==> config.mk <==
export PLATFORM = sky130hd
export DESIGN_NAME = mem_access_stage_flat
export DESIGN_NICKNAME = d
export VERILOG_FILES = /design/src/rtl/mem_access_stage_if.sv /design/src/rtl/mem_access_stage.sv /design/src/flat_wrapper.sv
export SDC_FILE = /design/constraint.sdc
export NUM_CORES = 1
export LEC_CHECK = 0
export CAP_MARGIN = 15
export CORE_UTILIZATION = 40
export CTS_BUF_LIST = sky130_fd_sc_hd__clkbuf_8
export DETAILED_ROUTE_END_ITERATION = 10
export GPL_ROUTABILITY_DRIVEN = 0
export HOLD_SLACK_MARGIN = 0.08
export PLACE_DENSITY = 0.86
export SKIP_CTS_REPAIR_TIMING = 1
export SYNTH_ARGS = -nofsm -noshare
export SYNTH_HDL_FRONTEND = slang
export SYNTH_SLANG_ARGS = --single-unit
==> constraint.sdc <==
create_clock -name clk -period 3.9 [get_ports clk]
set_input_delay 0.78 -clock clk [delete_from_list [all_inputs] [get_ports clk]]
set_output_delay 0.78 -clock clk [all_outputs]
set_load 0.05 [all_outputs]
==> src/rtl/mem_access_stage_if.sv <==
// Memory bus between the MEM stage (master) and data memory (slave).
// Request is held stable until the slave returns ack with read data.
interface mem_access_stage_if;
  logic        bus_req;
  logic        bus_we;
  logic [31:0] bus_addr;
  logic [31:0] bus_wdata;
  logic [3:0]  bus_be;
  logic        bus_ack;
  logic [31:0] bus_rdata;

  modport master (
    output bus_req, bus_we, bus_addr, bus_wdata, bus_be,
    input  bus_ack, bus_rdata
  );

  modport slave (
    input  bus_req, bus_we, bus_addr, bus_wdata, bus_be,
    output bus_ack, bus_rdata
  );
endinterface

==> src/rtl/mem_access_stage.sv <==
// MEM stage: stalls the pipe while a load/store runs on the bus.
// Define MEM_ALIGN_CHECK_EN to trap misaligned word/halfword accesses.
module mem_access_stage (
  input  logic        clk,
  input  logic        rst,
  input  logic [31:0] EXResultInput,
  input  logic [31:0] RegDataBInput,
  input  logic        MemReadInput,
  input  logic        MemWriteInput,
  input  logic [1:0]  MemReadSelectInput,
  input  logic        MemWriteSelectInput,
  input  logic [5:0]  RegDestInput,
  input  logic        RegWriteInput,
  input  logic        MemToRegInput,
  mem_access_stage_if.master bus,
  output logic [31:0] MemResultOutput,
  output logic [5:0]  RegDestOutput,
  output logic        RegWriteOutput,
  output logic        StallOutput
`ifdef MEM_ALIGN_CHECK_EN
  ,
  output logic        ExcAdelOutput,
  output logic        ExcAdesOutput
`endif
);

  typedef enum logic [1:0] {IDLE, REQ, DONE} state_t;

  state_t      state, state_n;
  logic        access, go;
  logic [1:0]  lo;
  logic [3:0]  be_n;
  logic [31:0] wdata_n;
  logic        req_q, we_q;
  logic [3:0]  be_q;
  logic [31:0] addr_q, wdata_q, load_q;
  logic [7:0]  byte_v;
  logic [15:0] half_v;
  logic [31:0] ext_v;

  assign lo     = EXResultInput[1:0];
  assign access = MemReadInput | MemWriteInput;

`ifdef MEM_ALIGN_CHECK_EN
  logic mis_ld, mis_st, exc;
  assign mis_st = ~MemWriteSelectInput & (|lo);
  assign mis_ld = ((MemReadSelectInput == 2'b00) & (|lo))
                | ((MemReadSelectInput == 2'b11) & lo[0]);
  assign ExcAdesOutput = (state == IDLE) & MemWriteInput & mis_st;
  assign ExcAdelOutput = (state == IDLE) & MemReadInput
                       & ~MemWriteInput & mis_ld;
  assign exc = ExcAdelOutput | ExcAdesOutput;
  assign go  = access & ~exc;
  assign RegWriteOutput = RegWriteInput & ~StallOutput & ~exc;
`else
  assign go  = access;
  assign RegWriteOutput = RegWriteInput & ~StallOutput;
`endif

  assign RegDestOutput = RegDestInput;

  // A simultaneous read+write request is issued as a write.
  always_comb begin
    be_n    = 4'hF;
    wdata_n = RegDataBInput;
    if (MemWriteInput) begin
      if (MemWriteSelectInput) begin
        be_n    = 4'b0001 << lo;
        wdata_n = {4{RegDataBInput[7:0]}};
      end
    end else begin
      unique case (MemReadSelectInput)
        2'b01, 2'b10: be_n = 4'b0001 << lo;
        2'b11:        be_n = lo[1] ? 4'b1100 : 4'b0011;
        default:      be_n = 4'hF;
      endcase
    end
  end

  always_ff @(posedge clk or negedge rst) begin
    if (!rst) state <= IDLE;
    else      state <= state_n;
  end

  always_comb begin
    state_n     = state;
    StallOutput = 1'b0;
    unique case (state)
      IDLE: begin
        if (go) begin
          StallOutput = 1'b1;
          state_n     = REQ;
        end
      end
      REQ: begin
        StallOutput = 1'b1;
        if (bus.bus_ack) state_n = DONE;
      end
      DONE:    state_n = IDLE;
      default: state_n = IDLE;
    endcase
  end

  always_ff @(posedge clk or negedge rst) begin
    if (!rst) begin
      req_q   <= 1'b0;
      we_q    <= 1'b0;
      be_q    <= 4'h0;
      addr_q  <= 32'h0;
      wdata_q <= 32'h0;
      load_q  <= 32'h0;
    end else if (state == IDLE && go) begin
      req_q   <= 1'b1;
      we_q    <= MemWriteInput;
      be_q    <= be_n;
      addr_q  <= {EXResultInput[31:2], 2'b00};
      wdata_q <= wdata_n;
    end else if (state == REQ && bus.bus_ack) begin
      req_q  <= 1'b0;
      load_q <= bus.bus_rdata;
    end
  end

  assign bus.bus_req   = req_q;
  assign bus.bus_we    = we_q;
  assign bus.bus_be    = be_q;
  assign bus.bus_addr  = addr_q;
  assign bus.bus_wdata = wdata_q;

  // Lane select uses the live address; EX/MEM is frozen until DONE.
  always_comb begin
    byte_v = load_q[{lo, 3'b000} +: 8];
    half_v = lo[1] ? load_q[31:16] : load_q[15:0];
    unique case (MemReadSelectInput)
      2'b01:   ext_v = {{24{byte_v[7]}}, byte_v};
      2'b10:   ext_v = {24'h0, byte_v};
      2'b11:   ext_v = {{16{half_v[15]}}, half_v};
      default: ext_v = load_q;
    endcase
  end

  assign MemResultOutput = MemToRegInput ? ext_v : EXResultInput;

endmodule

==> src/flat_wrapper.sv <==
// flat-port wrapper written by rule: the top's interface ports become plain ports
module mem_access_stage_flat 
  (clk, rst, EXResultInput, RegDataBInput, MemReadInput, MemWriteInput, MemReadSelectInput, MemWriteSelectInput, RegDestInput, RegWriteInput, MemToRegInput, MemResultOutput, RegDestOutput, RegWriteOutput, StallOutput, bus_bus_req, bus_bus_we, bus_bus_addr, bus_bus_wdata, bus_bus_be, bus_bus_ack, bus_bus_rdata);
  mem_access_stage_if bus_i ();
  input  logic clk;
  input  logic rst;
  input  logic [31:0] EXResultInput;
  input  logic [31:0] RegDataBInput;
  input  logic MemReadInput;
  input  logic MemWriteInput;
  input  logic [1:0] MemReadSelectInput;
  input  logic MemWriteSelectInput;
  input  logic [5:0] RegDestInput;
  input  logic RegWriteInput;
  input  logic MemToRegInput;
  output logic [31:0] MemResultOutput;
  output logic [5:0] RegDestOutput;
  output logic RegWriteOutput;
  output logic StallOutput;
  output wire logic [$bits(bus_i.bus_req)-1:0] bus_bus_req;
  output wire logic [$bits(bus_i.bus_we)-1:0] bus_bus_we;
  output wire logic [$bits(bus_i.bus_addr)-1:0] bus_bus_addr;
  output wire logic [$bits(bus_i.bus_wdata)-1:0] bus_bus_wdata;
  output wire logic [$bits(bus_i.bus_be)-1:0] bus_bus_be;
  input wire logic [$bits(bus_i.bus_ack)-1:0] bus_bus_ack;
  input wire logic [$bits(bus_i.bus_rdata)-1:0] bus_bus_rdata;
  assign bus_bus_req = bus_i.bus_req;
  assign bus_bus_we = bus_i.bus_we;
  assign bus_bus_addr = bus_i.bus_addr;
  assign bus_bus_wdata = bus_i.bus_wdata;
  assign bus_bus_be = bus_i.bus_be;
  assign bus_i.bus_ack = bus_bus_ack;
  assign bus_i.bus_rdata = bus_bus_rdata;
  mem_access_stage u_core (.clk(clk), .rst(rst), .EXResultInput(EXResultInput), .RegDataBInput(RegDataBInput), .MemReadInput(MemReadInput), .MemWriteInput(MemWriteInput), .MemReadSelectInput(MemReadSelectInput), .MemWriteSelectInput(MemWriteSelectInput), .RegDestInput(RegDestInput), .RegWriteInput(RegWriteInput), .MemToRegInput(MemToRegInput), .bus(bus_i), .MemResultOutput(MemResultOutput), .RegDestOutput(RegDestOutput), .RegWriteOutput(RegWriteOutput), .StallOutput(StallOutput));
endmodule
==> results summary, run 1 <==
The flow ran to the end, and the final reports show no timing, DRC or antenna violations. Synthesis produced a netlist whose cell count is 579. The insertion delay of the later-clocked pin in the worst-skew pair came out at 0.36 ns.

The slew at the pin with the worst max-slew slack came out at 1.06 ns. Once the floorplan was initialized, standard cells occupied 41.8% of the core. Clock-pin slew was measured on the worst setup and hold paths at 0.09 ns. The worst reg-to-reg setup slack is 1.83 ns.

The maximum cell stage delay along the critical path came out at 0.53 ns. Setup repair after global routing left no endpoint under its margin. The total leakage power is 3.47 nW. On the critical path, the stage with the largest delay is an instance of sky130_fd_sc_hd__clkdlybuf4s50_1.

Counting flops with an async set or reset pin after synthesis yields a share of 100%. The path depth of the worst reg2reg path came out at 4. The standard-cell row count came out at 39. The final layout contains routed wiring with a total length of 16100 um. The power density over the cells is 844 nW/um^2. The share of layout cells above drive strength 1 is 10.5%. The number of clock sinks came out at 102. Counting flops and latches in the post-synthesis netlist gives 102. The number of ports placed on the die boundary is 222. In the routed design, unresolved DRC markers number 0.

The quantity of I/O buffers inserted on ports is 207. In the routed layout, each cell is associated on average with a via count of 5.31. Detailed placement ended at an HPWL of 12100 um.

Dividing the detail-routed wire length by the instance count gives 17.6 um. The die boundary width came out at 112 um. The die outline area is 12600 sq um. Global routing finished with a remaining overflow of 0. The maximum clock frequency came out at 0.271 GHz. The required time at the endpoint of the critical path is 3.12 ns.

STA classifies the critical path endpoint as an output pin. Of all nets on the critical path, the largest fanout is 7. The most used flip-flop cell after synthesis is sky130_fd_sc_hd__dfrtp_1.

The max-slew headroom at the worst pin came out at 29.0%. The violation count after the first detailed-routing iteration came out at 428. Detailed routing inserted a total of 4873 vias. The H-tree generated during clock tree synthesis spans 3 levels. The post-synthesis instance area came out at 4880 sq um. The sort of element at the start of the critical path is an input port.

The worst hold margin is 0.374 ns. The max-slew violation count is 0. The class of the most critical hold timing path is in2async.

The count of yosys warnings during synthesis is 0. The number of antenna violations at the first check in global routing is 0. TritonCTS built the clock tree. The first global-routing pass estimated 24700 um of wire. The longest clock path from root to sink contains 2 buffers.

The post-synthesis sequential area ratio is 52.3%. Counting buffers and inverters, the worst setup path is 8 cells deep. Broken down by cell family, the worst path's largest delay share belongs to compound AO/OA/AOI/OAI gates.

The mean instance size in the synthesized netlist is 8.43 sq um. The number of inserted diodes is 0. In this run, synthesis inferred 0 flip-flops with an integrated enable. The number of buffers and inverters on the critical path is 3. Relative to the synthesized area, the layout overhead comes to 51.2%. The number of detailed-route iterations in the first pass is 5. The maximum vdd ir drop is 410 uV.

Walking the worst path, the cells encountered are clkdlybuf4s50_1 -> inv_1 -> ha_1 -> nor2_1 -> nor3_1 -> o31a_1 -> a221o_1 -> buf_12. Max-cap violations in this run came to 0. The count of final setup violators is 0. The arrival time at the worst endpoint is 2.92 ns. The number of global-route vias before repair came out at 4718. The final hold violation count is 0. The setup clock skew after layout came out at 0.0138 ns. The shortest clock period the worst path allows after layout came out at 3.70 ns. The root buffer cell chosen for the clock tree is sky130_fd_sc_hd__clkbuf_8.

The distinct cell type count of the synthesized netlist came out at 38. Entering global routing, the biggest net connects 88 pins. The remaining antenna violation count is 0.

The part of the cycle the worst path needs came out at 94.8%. The final-layout setup total negative slack is 0 ns. The die outline height is 112 um. Buffers inserted during clock tree synthesis total 9.

The floorplan step defined a core boundary enclosing 11700 sq um. The number of nets in the final layout is 886. The overall fraction of global-route tracks in use came out at 25.4%. The setup path with the least slack is of type in2out.
-- state kept, by name (all words and copies together), names as in the netlist --
register,cells
u_core.bus.bus_req,1
u_core.bus.bus_wdata,32
u_core.bus.bus_we,1
u_core.state,2
u_core.load_q,32
u_core.bus.bus_addr,30
u_core.bus.bus_be,4
-- synth_stat cells, drive strengths merged, types with 2 or more instances --
| cell type | count | area share [%] |
|---|---|---|
| a21oi | 36 | 3.7 |
| o22a | 2 | 0.36 |
| nor3 | 3 | 0.31 |
| clkbuf | 31 | 2.4 |
| buf | 13 | 2.0 |
| dfrtp | 102 | 52 |
| o21ai | 32 | 3.3 |
| nand2 | 249 | 19 |
| inv | 5 | 0.38 |
| nor2b | 4 | 0.51 |
| and3 | 9 | 1.2 |
| a221o | 7 | 1.4 |
| o22ai | 20 | 2.6 |
| nand3b | 7 | 1.1 |
| nor2 | 23 | 1.8 |
| mux2 | 9 | 2.1 |
| a21boi | 2 | 0.77 |
| a32o | 5 | 1.0 |
| ha | 4 | 1.0 |
-- layout make-up --
type	instances	area, sq um
Clock buffer	10	138
Clock inverter	6	86.3
Fill cell	950	4280
Inverter	5	18.8
Multi-Input combinational cell	429	2100
Sequential cell	102	2550
Tap cell	143	179
Timing Repair Buffer	223	2300
-- kinds of logic after synthesis --
| logic type | after synthesis | synth area share, % |
|---|---|---|
| compound gates | 112 | 14.5 |
| fa+ha+maj | 4 | 1.03 |
| buf+inv | 49 | 4.74 |
| flops | 102 | 52.3 |
| mux | 10 | 2.54 |
| other cells | 1 | 0.0769 |
| simple gates | 301 | 24.8 |
-- cells in the final DEF, fill, tap and decap left out, types with 9 or more instances in the layout --
cell type / netlist / final
sky130_fd_sc_hd__buf_4: 8 / 36
sky130_fd_sc_hd__dfrtp_1: 102 / 102
sky130_fd_sc_hd__nand2_1: 249 / 249
sky130_fd_sc_hd__nor2_1: 23 / 23
sky130_fd_sc_hd__mux2_2: 9 / 9
sky130_fd_sc_hd__buf_12: 0 / 14
sky130_fd_sc_hd__a21oi_1: 36 / 36
sky130_fd_sc_hd__clkdlybuf4s50_1: 0 / 172
sky130_fd_sc_hd__o22ai_1: 20 / 20
sky130_fd_sc_hd__o21ai_0: 32 / 32
sky130_fd_sc_hd__and3_1: 9 / 9
sky130_fd_sc_hd__clkbuf_8: 0 / 10
-- report_power, final --
part           switching, mW  internal, mW  total [mW]
Clock                  0.359         0.377       0.736
Combinational           2.38          1.20        3.57
Sequential             0.356          1.56        1.92
Total                   3.09          3.14        6.23
-- through the flow --
step	power (mW)	cell area [sq um]	std cells	utilization (%)	worst slack, ns
floorplan	4.17	4880	580	-	0.641
global placement	5.41	7130	901	61.1	0.313
detailed placement	5.51	7130	901	61.1	0.238
CTS	6.26	7350	917	63.0	0.228
global route	6.54	7380	918	63.3	0.0635
finish	6.23	7380	918	63.3	0.204
-- layer usage --
metal	track usage (%)	vias to the layer above	wire (um)	part of all wire, %
met1	28.8	2320	6360	39
li1	-	2290	-	-
met2	44.7	233	7970	49
met5	0	-	0	0
met4	9.96	0	410	2.5
met3	8.05	30	1390	8.6
-- final timing paths --
| kind | end | start |
|---|---|---|
| min in group clk | u_core.bus.bus_addr[17] | u_core.bus.bus_addr[17] |
| worst min-delay path | u_core.bus.bus_wdata[2] | rst |
| worst max register to register | u_core.bus.bus_wdata[14] | u_core.state[1] |
| worst max-delay path | MemResultOutput[6] | MemReadSelectInput[1] |
| max in group asynchronous | u_core.bus.bus_addr[7] | rst |
| worst min register to register | u_core.bus.bus_addr[17] | u_core.bus.bus_addr[17] |
Power figures use the tool's default switching activity.
==> run 2: changes to the inputs <==
PLACE_DENSITY = 0.78   (was 0.86)
==> results summary, run 2 (synthesis results as in run 1) <==
Setup total negative slack on the finished layout was measured at 0 ns. The flow ran to the end, and the final reports show no timing, DRC or antenna violations. The effective utilization at floorplan came out at 41.8%. The root buffer cell chosen for the clock tree is sky130_fd_sc_hd__clkbuf_8. The violation count after the first detailed-routing iteration came out at 395. The total detailed-routing wirelength is 16300 um. Of the cells placed in the final design, the portion with a size suffix greater than 1 is 10.2%. The number of global-route vias before repair is 4891.

Timing would allow up to 0.270 GHz. The arrival time at the worst endpoint came out at 2.93 ns. The buffer depth of the longest clock path is 2. The setup clock skew after layout came out at 0.0144 ns. The relative area change from synthesis to final layout came out at 50.4%. Setup slack on the worst reg-to-reg path comes out at 1.84 ns. The part of the total power dissipated in the clock network came out at 11.0%. The final hold violation count is 0. The worst pin sits at a relative slew slack of 31.4%. The number of detailed-route iterations in the first pass is 4. The HPWL after detailed placement is 12200 um. The cell family with the largest share of critical-path delay is compound AO/OA/AOI/OAI gates. The min-delay analysis places its worst path in the category in2async. The largest fanout on the critical path came out at 7. The routed wirelength normalized by instance count came out at 17.7 um. The net switching share of the total power came out at 49.9%.

The critical path in this run is classified as in2out. Pin placement for this block handled 222 I/O pins. The global-route wire length before repair is 25800 um. The tool flagged a number of max-cap violations equal to 0. The TritonCTS clock tree is built. The die outline area came out at 12600 sq um. The maximum level of the CTS H-tree is 3. The number of clock sinks is 102. Clock-pin slew was measured on the worst setup and hold paths at 0.09 ns. The most frequent standard cell in the layout excluding fill and tap cells is sky130_fd_sc_hd__nand2_1.

The design draws 6.16 mW. The signal on the critical path passes through clkdlybuf4s50_1 -> inv_1 -> ha_1 -> nor2_1 -> nor3_1 -> o31a_1 -> a221o_1 -> buf_12. The area of the core came out at 11700 sq um. The power density over the cells is 840 nW/um^2. In this run the horizontal extent of the chip is 112 um. The max-slew violation count came out at 0. The number of nets in the final layout is 886.

The number of inserted diodes is 0. For this design, the slowest cell found on the critical path is sky130_fd_sc_hd__clkdlybuf4s50_1. STA classifies the critical path endpoint as an output pin. The largest net degree at the start of global routing is 56. The overflow left after global routing is 0.

The portion of total power attributed to combinational logic came out at 57.9%. Setup repair after global routing left no endpoint under its margin. The required time at the endpoint of the critical path came out at 3.12 ns.

The internal power component is 3.09 mW. The slew at the pin with the worst max-slew slack came out at 1.03 ns. The standard-cell row count came out at 39.

The count of final setup violators came out at 0. The maximum vdd ir drop is 595 uV. The shortest clock period the worst path allows after layout came out at 3.71 ns.

The net switching power of the design came out at 3.07 mW. The part of the cycle the worst path needs is 95.1%. The combined buffer and inverter count along the critical path is 3. After detailed routing, the number of remaining DRC violations is 0. The insertion delay of the later-clocked pin in the worst-skew pair came out at 0.37 ns. The sort of element at the start of the critical path is an input port. The total vias in the final route is 4848. The library cells used most frequently in the layout, excluding fill and tap cells, are sky130_fd_sc_hd__nand2_1, sky130_fd_sc_hd__clkdlybuf4s50_1, sky130_fd_sc_hd__dfrtp_1, sky130_fd_sc_hd__a21oi_1, sky130_fd_sc_hd__buf_4. The remaining antenna violation count is 0. The number of vias per cell after detailed routing is 5.28.

Registers are responsible for 31.1% of the overall power. The total leakage power came out at 3.46 nW. In this run the tool buffered the top-level ports with 207 buffer cells.

The die outline height is 112 um. For this run, the total global-route usage over all layers was measured as 26.6%. The number of antenna violations at the first check in global routing is 0. The maximum cell stage delay along the critical path came out at 0.55 ns.

The total CTS buffers is 9.
## run 2: cell types whose count changed in the layout (fill, tap and decap cells not counted), sizes merged
cell,change
inv,+1
bufinv,-1
clkinv,+1
clkbuf,+1
buf,-1
clkinvlp,-2
clkdlybuf4s50,+1
## run 2: final timing paths
kind / start / to / depth (start not counted)
setup / recovery: MemReadSelectInput[1] / MemResultOutput[6] / 8
hold / removal: rst / u_core.bus.bus_addr[27] / 1
setup reg to reg: u_core.state[1] / u_core.bus.bus_wdata[13] / 4
hold reg to reg: u_core.bus.bus_addr[25] / u_core.bus.bus_addr[25] / 2
max in group asynchronous: rst / u_core.load_q[24] / 2
min in group clk: u_core.bus.bus_addr[25] / u_core.bus.bus_addr[25] / 2
## run 2: power by group through the flow
stage / registers, mW / clock network [mW] / logic (mW)
3_5_place_dp: 1.93 / 0 / 3.57
4_1_cts: 1.91 / 0.700 / 3.59
6_report: 1.92 / 0.677 / 3.57
2_1_floorplan: 3.02 / 0 / 1.15
5_1_grt: 1.97 / 0.747 / 3.78
3_3_place_gp: 1.92 / 0 / 3.52
## run 2: per-layer routing
layer | share of wire [%] | GRT usage, % | vias up
li1 | - | - | 2292
met1 | 41 | 32.8 | 2256
met2 | 47 | 44.2 | 251
met3 | 8.6 | 6.86 | 49
met4 | 3.4 | 11.5 | 0
met5 | 0 | 0 | -
## run 2: layout make-up
type / count / area [sq um]
Multi-Input combinational cell: 429 / 2100
Sequential cell: 102 / 2550
Fill cell: 995 / 4320
Timing Repair Buffer: 223 / 2280
Inverter: 5 / 18.8
Tap cell: 143 / 179
Clock inverter: 5 / 50.0
Clock buffer: 11 / 151
## run 2: stage by stage
| stage | utilization [%] | worst slack (ns) | hold slack, ns | cell area [sq um] | std cells |
|---|---|---|---|---|---|
| 2_1_floorplan | - | 0.641 | 0.446 | 4880 | 580 |
| 3_3_place_gp | 61.2 | 0.327 | 0.457 | 7140 | 902 |
| 3_5_place_dp | 61.2 | 0.204 | 0.461 | 7140 | 902 |
| 4_1_cts | 62.9 | 0.202 | 0.477 | 7340 | 918 |
| 5_1_grt | 62.9 | 0.131 | 0.496 | 7340 | 918 |
| 6_report | 62.9 | 0.193 | 0.460 | 7340 | 918 |
